--- config.mk ---
export PLATFORM = sky130hd
export DESIGN_NAME = serial_addsub_nbit
export DESIGN_NICKNAME = d
export VERILOG_FILES = /design/src/rtl/serial_addsub_nbit.sv
export SDC_FILE = /design/constraint.sdc
export NUM_CORES = 1
export LEC_CHECK = 0
export BUFFER_PORTS_ARGS = -buffer_cell sky130_fd_sc_hd__buf_2
export CORE_ASPECT_RATIO = 0.5
export CORE_MARGIN = 3
export CORE_UTILIZATION = 35
export CTS_CLUSTER_SIZE = 14
export DETAILED_ROUTE_END_ITERATION = 8
export MAX_ROUTING_LAYER = met4
export SYNTH_ARGS = -nofsm -noshare
export SYNTH_HDL_FRONTEND = slang
export SYNTH_SLANG_ARGS = --single-unit
--- constraint.sdc ---
create_clock -name clk -period 3.8 [get_ports clk]
set_input_delay 0.76 -clock clk [delete_from_list [all_inputs] [get_ports clk]]
set_output_delay 0.76 -clock clk [all_outputs]
set_load 0.005 [all_outputs]
--- src/rtl/serial_addsub_nbit.sv ---
// serial_addsub_nbit: bit-serial add/subtract, one bit per clock, LSB first.
// A single full add/subtract cell with a registered carry/borrow walks the
// operands. Result and flags are registered and held until the next operation
// completes.
module serial_addsub_nbit #(
  parameter int WIDTH = 8
) (
  input  logic             clk,
  input  logic             rst_n,
  input  logic             start,
  input  logic             mode,
  input  logic [WIDTH-1:0] a,
  input  logic [WIDTH-1:0] b,
  output logic             busy,
  output logic             done,
  output logic [WIDTH-1:0] result,
  output logic             carry_out,
  output logic             overflow,
  output logic             zero
);
  localparam int CW = $clog2(WIDTH);
  localparam logic [CW-1:0] LAST = CW'(WIDTH - 1);

  typedef enum logic [1:0] {IDLE, RUN, DONE} state_t;

  state_t           state_q, state_d;
  logic [WIDTH-1:0] opa_q, opb_q;
  // Holds the bits produced so far; the newest bit enters at the top.
  logic [WIDTH-2:0] acc_q;
  logic [CW-1:0]    cnt_q;
  logic             c_q;
  logic             mode_q;

  logic             x, y, d, c_next, last, ovf_next;
  logic [WIDTH-1:0] sum_sr;

  // State register.
  always_ff @(posedge clk or negedge rst_n) begin
    if (!rst_n) state_q <= IDLE;
    else        state_q <= state_d;
  end

  // Next-state logic; DONE lasts exactly one cycle.
  always_comb begin
    state_d = state_q;
    case (state_q)
      IDLE:    if (start) state_d = RUN;
      RUN:     if (last)  state_d = DONE;
      DONE:    state_d = IDLE;
      default: state_d = IDLE;
    endcase
  end

  assign busy = (state_q != IDLE);
  assign done = (state_q == DONE);

  // Full add/subtract cell on the current operand LSBs.
  always_comb begin
    x      = opa_q[0];
    y      = opb_q[0];
    d      = x ^ y ^ c_q;
    c_next = mode_q ? ((x & y) | ((x ^ y) & c_q))
                    : ((~x & y) | (~(x ^ y) & c_q));
    sum_sr = {d, acc_q};
    last   = (cnt_q == LAST);
    // On the last bit x/y are the operand sign bits, so overflow falls out here.
    ovf_next = mode_q ? ((x == y) && (d != x))
                      : ((x != y) && (d != x));
  end

  // Operand/accumulator shifting and the output load on the final bit.
  always_ff @(posedge clk or negedge rst_n) begin
    if (!rst_n) begin
      opa_q     <= '0;
      opb_q     <= '0;
      acc_q     <= '0;
      cnt_q     <= '0;
      c_q       <= 1'b0;
      mode_q    <= 1'b0;
      result    <= '0;
      carry_out <= 1'b0;
      overflow  <= 1'b0;
      zero      <= 1'b0;
    end else if (state_q == IDLE) begin
      if (start) begin
        opa_q  <= a;
        opb_q  <= b;
        mode_q <= mode;
        acc_q  <= '0;
        cnt_q  <= '0;
        c_q    <= 1'b0;
      end
    end else if (state_q == RUN) begin
      opa_q <= opa_q >> 1;
      opb_q <= opb_q >> 1;
      acc_q <= sum_sr[WIDTH-1:1];
      c_q   <= c_next;
      cnt_q <= cnt_q + CW'(1);
      if (last) begin
        result    <= sum_sr;
        carry_out <= c_next;
        overflow  <= ovf_next;
        zero      <= (sum_sr == '0);
      end
    end
  end

endmodule
# Word-level counts from Yosys, hierarchy flattened
# Index checks and enable logic that the tools add are counted.
[word_totals] register_bits=41 inputBits=20 out_inout_bits=13 wordCells=61
[classes] n_addsub=1 eq_ne=8 muxes=20 bitwise_logic=11 n_reduce_logical=10
[ops] op="8-bit 2-to-1 mux" n=6
[ops] op="7-bit 2-to-1 mux" n=3
[ops] op="3-bit 2-to-1 mux" n=3
[ops] op="8-bit logical NOT" n=1
[ops] op="2-bit AND reduction" n=3
[ops] op="1-bit 2-to-1 mux" n=5
[ops] op="1-bit bitwise AND" n=4
[ops] op="2-bit 2-to-1 mux" n=2
[ops] op="2-bit != test, second input constant" n=2
[ops] op="2-bit case mux with 2 select lines" n=1
[ops] op="2-bit nonzero test" n=2
[ops] op="3-bit by 1-bit adder with 3-bit output, second input constant" n=1
[ops] op="3-bit == test, second input constant" n=1
[ops] op="1-bit NOT" n=3
[ops] op="3-bit AND reduction" n=1
[ops] op="2-bit by 1-bit == test with 1-bit output, second input constant" n=1
[ops] op="2-bit == test, second input constant" n=1
[ops] op="1-bit logical AND" n=2
[ops] op="2-bit logical NOT" n=1
[ops] op="1-bit != test" n=2
[ops] op="1-bit bitwise OR" n=2
[ops] op="1-bit XOR" n=2
[ops] op="1-bit == test" n=1

# Depth between registers and ports, before layout
[depth] depth_word=7 depth_mapped=6 mapped_depth_nobuf=5

# Worst setup path before layout
# Ideal clock, no wire load.
[synth_timing] kind="reg-to-output" start="register state_q[0]" end="output busy" arrival_ns=0.882 required_time_ns=3.040 slack_ns=2.158 path_stages_with_launch=5 path_buffers=2 path_cell_list="dfrtp_1 -> buf_6 -> nor2_8 -> buf_6 -> inv_1"
[synth_via] elab_chain_cells=1
[synth_lines] item="start, declared" line_no="26" rtl="state_t state_q, state_d;"
[synth_lines] item="start signal, assigned" line_no="40" rtl="else state_q <= state_d;"
[synth_lines] item="2-bit nonzero test" line_no="54" rtl="assign busy = (state_q != IDLE);"
[synth_lines] item="end, declared" line_no="14" rtl="output logic busy,"
# No other way between the ends.

# Worst setup path in the final report
# Ends and elaborated chain as after synthesis.

==> reports/qor.txt <==
Status: finished, final reports clean
Die area: 6340 um2
Commonest non-fill, non-tap cell in the layout: dfrtp_1
First-pass GRT wire length: 5.82 mm
Post-layout nets: 213
First-pass iteration count of the detailed router: 4
Max transition margin: 41.4%
DRC viols: 0
Critical path endpoint category: output port
TritonCTS clock tree: yes
CTS Hold Bufs: 0
Mapped cell area: 1880 um2
Vias in the first global route: 1236
Synthesized area per cell: 12.1 um2
Core Area: 5040 um2
Clock Sinks: 41
Antenna Cells: 0
Crit start category: flip-flop
Initial cell density of the core: 37.3%
Initial antenna violation count: 0
WL/cell: 12.8 um
Worst vdd ir: 0.232 mV
Grt met1 use: 16.0%
Port Buffers: 32
Max-cap violation count: 0
HP Class: flip-flop to flip-flop
Commonest non-fill, non-tap cells in the layout: dfrtp_1 (41), buf_2 (32), nand2_1 (24)
Num CTS Buffers: 5
Fraction of layout cells with a size suffix above 1: 27.8%
Total GRT Usage: 12.6%
# resized after CTS: 0
Finished Cell Area: 2170 um2
H-tree levels: 2
Area of the multi-input gates: 766 um2
Setup violators final: 0
Final Hold Viols: 0
M3 GR Usage: 3.67%
Worst-Margin Slew: 879 ps
Post-Synthesis Net Count: 182
Synth Warn #: 0
Hpwl dp: 2.36 mm
Gr ovfl total: 0
Worst endpoint required time: 3040 ps
Synth Instances: 156
Setup CP Type: flip-flop to output port
Post-place instance area: 2070 um2
Setup bufs post-CTS: 0
Post-synthesis cell type count: 24
RD Place Congestion: 0.761
Initial DRC Count: 76
Post-synthesis register bit count: 41
GRT Max-Usage Layer: met2
Register area share after synthesis: 54.6%
IO Pins: 33
Hold slack: 484 ps
Clock latency on the worst-skew pair: 290 ps
Setup TNS: 0 ps
Clk pin slew, worst setup/hold paths: 80 ps
Post-route antenna net violation count: 0
Die Y: 57.8 um
Core Util, Final: 43.0%
Min Tclk post-route: 2160 ps
Routed via count: 1196
Synth-to-layout area growth: 15.4%
Crit share post-route: 56.8%
Max Fclk: 463 MHz
Cell Rows: 18
Maximum root-to-sink buffer count: 2
RSZ-0062 raised after global routing: false
Via density: 4.65
Final Max Tran Viols: 0
Worst path slowest cell: dfrtp_1
Width of the die: 110 um
CP max FO: 16
Pwr Density: 780 nW/um2
Critical-path cell list: nor2_8 -> inv_1 -> buf_2
Fin Clk Skew: 5.03 ps
FILL cells: 493
Met2 Use GR: 18.6%
Register area: 1030 um2
WL final: 3.29 mm
Arr. time, crit path: 1400 ps
Leakage: 1.02 nW
Largest net degree at the start of global routing: 42
Root buffer cell: clkbuf_8
Max incr delay on CP: 540 ps
[worst max-delay path, delay by kind of cell, from the launching register on]
kind                   cells  cell delay, ps
buffers and inverters      2             200
flip-flops                 1             540
AND/OR/NAND/NOR            1             370
[synthesized netlist by cell type]
master	n	area, um2
nand2_1	24	90.1
mux2i_1	14	140
nor2b_1	5	31.3
clkbuf_2	2	10.0
nand2b_1	1	6.26
nor2_1	1	3.75
nand3b_4	1	20.0
buf_6	4	45.0
dfrtp_1	41	1030
nor2_8	1	20.0
mux2_2	6	67.6
ha_1	3	37.5
o21bai_2	1	11.3
o21ai_1	11	55.1
o21ai_0	10	50.1
fa_1	3	60.1
a21oi_1	4	20.0
nor4_1	2	12.5
a22o_1	8	70.1
inv_1	5	18.8
mux2_4	3	45.0
xor2_1	2	17.5
o31ai_1	1	7.51
buf_2	3	15.0
[sequential cells by signal (all words and copies together) (netlist names)]
| register | count |
|---|---|
| acc_q | 7 |
| c_q | 1 |
| carry_out | 1 |
| cnt_q | 3 |
| mode_q | 1 |
| opa_q | 8 |
| opb_q | 8 |
| overflow | 1 |
| result | 8 |
| state_q | 2 |
| zero | 1 |
[path summary, 6_finish.rpt]
check,from,to,slack (ps),cells past startpoint
max reg2reg,state_q[0],opa_q[3],2150,3
max,state_q[0],busy,1640,3
min in group asynchronous,rst_n,acc_q[0],580,1
min reg2reg,carry_out,carry_out,480,2
min,carry_out,carry_out,480,2
max in group asynchronous,rst_n,state_q[0],2670,1
[power by group]
group / switching (W) / internal [W]
logic: 0.000276 / 0.000304
clock network: 0.000144 / 0.000191
registers: 0.000155 / 0.000621
[metrics by stage]
step	setup slack (ps)	instances	power, W
5_1_grt	1550	257	0.00185
3_5_place_dp	1870	250	0.00138
6_report	1640	257	0.00169
4_1_cts	1610	257	0.00172
2_1_floorplan	2160	156	0.00122
3_3_place_gp	1930	250	0.00135
[layout make-up]
| class | instances | share of cell area (%) |
|---|---|---|
| Sequential cell | 41 | 47.3 |
| Multi-Input combinational cell | 101 | 35.3 |
| Clock buffer | 5 | 3.17 |
| Inverter | 5 | 0.865 |
| Clock inverter | 2 | 1.61 |
| Timing Repair Buffer | 33 | 7.73 |
| Tap cell | 70 | 4.04 |
[kinds of logic (layout without fill, tap and decap cells)]
kind of cell / after synthesis / in the layout / share of synthesized area (%)
AO/OA/AOI/OAI: 35 / 35 / 11.4
XOR/XNOR: 2 / 2 / 0.932
adder cells (fa/ha/maj): 6 / 6 / 5.19
buffers and inverters: 14 / 45 / 4.72
flip-flops: 41 / 41 / 54.6
multiplexers: 23 / 23 / 13.4
AND/OR/NAND/NOR: 35 / 35 / 9.78
[per-layer routing]
layer	up-vias	routed length, um
li1	595	-
met1	568	1600
met2	23	1460
met3	10	157
met4	0	76
met5	-	0
(Power assumes the default switching activity.)
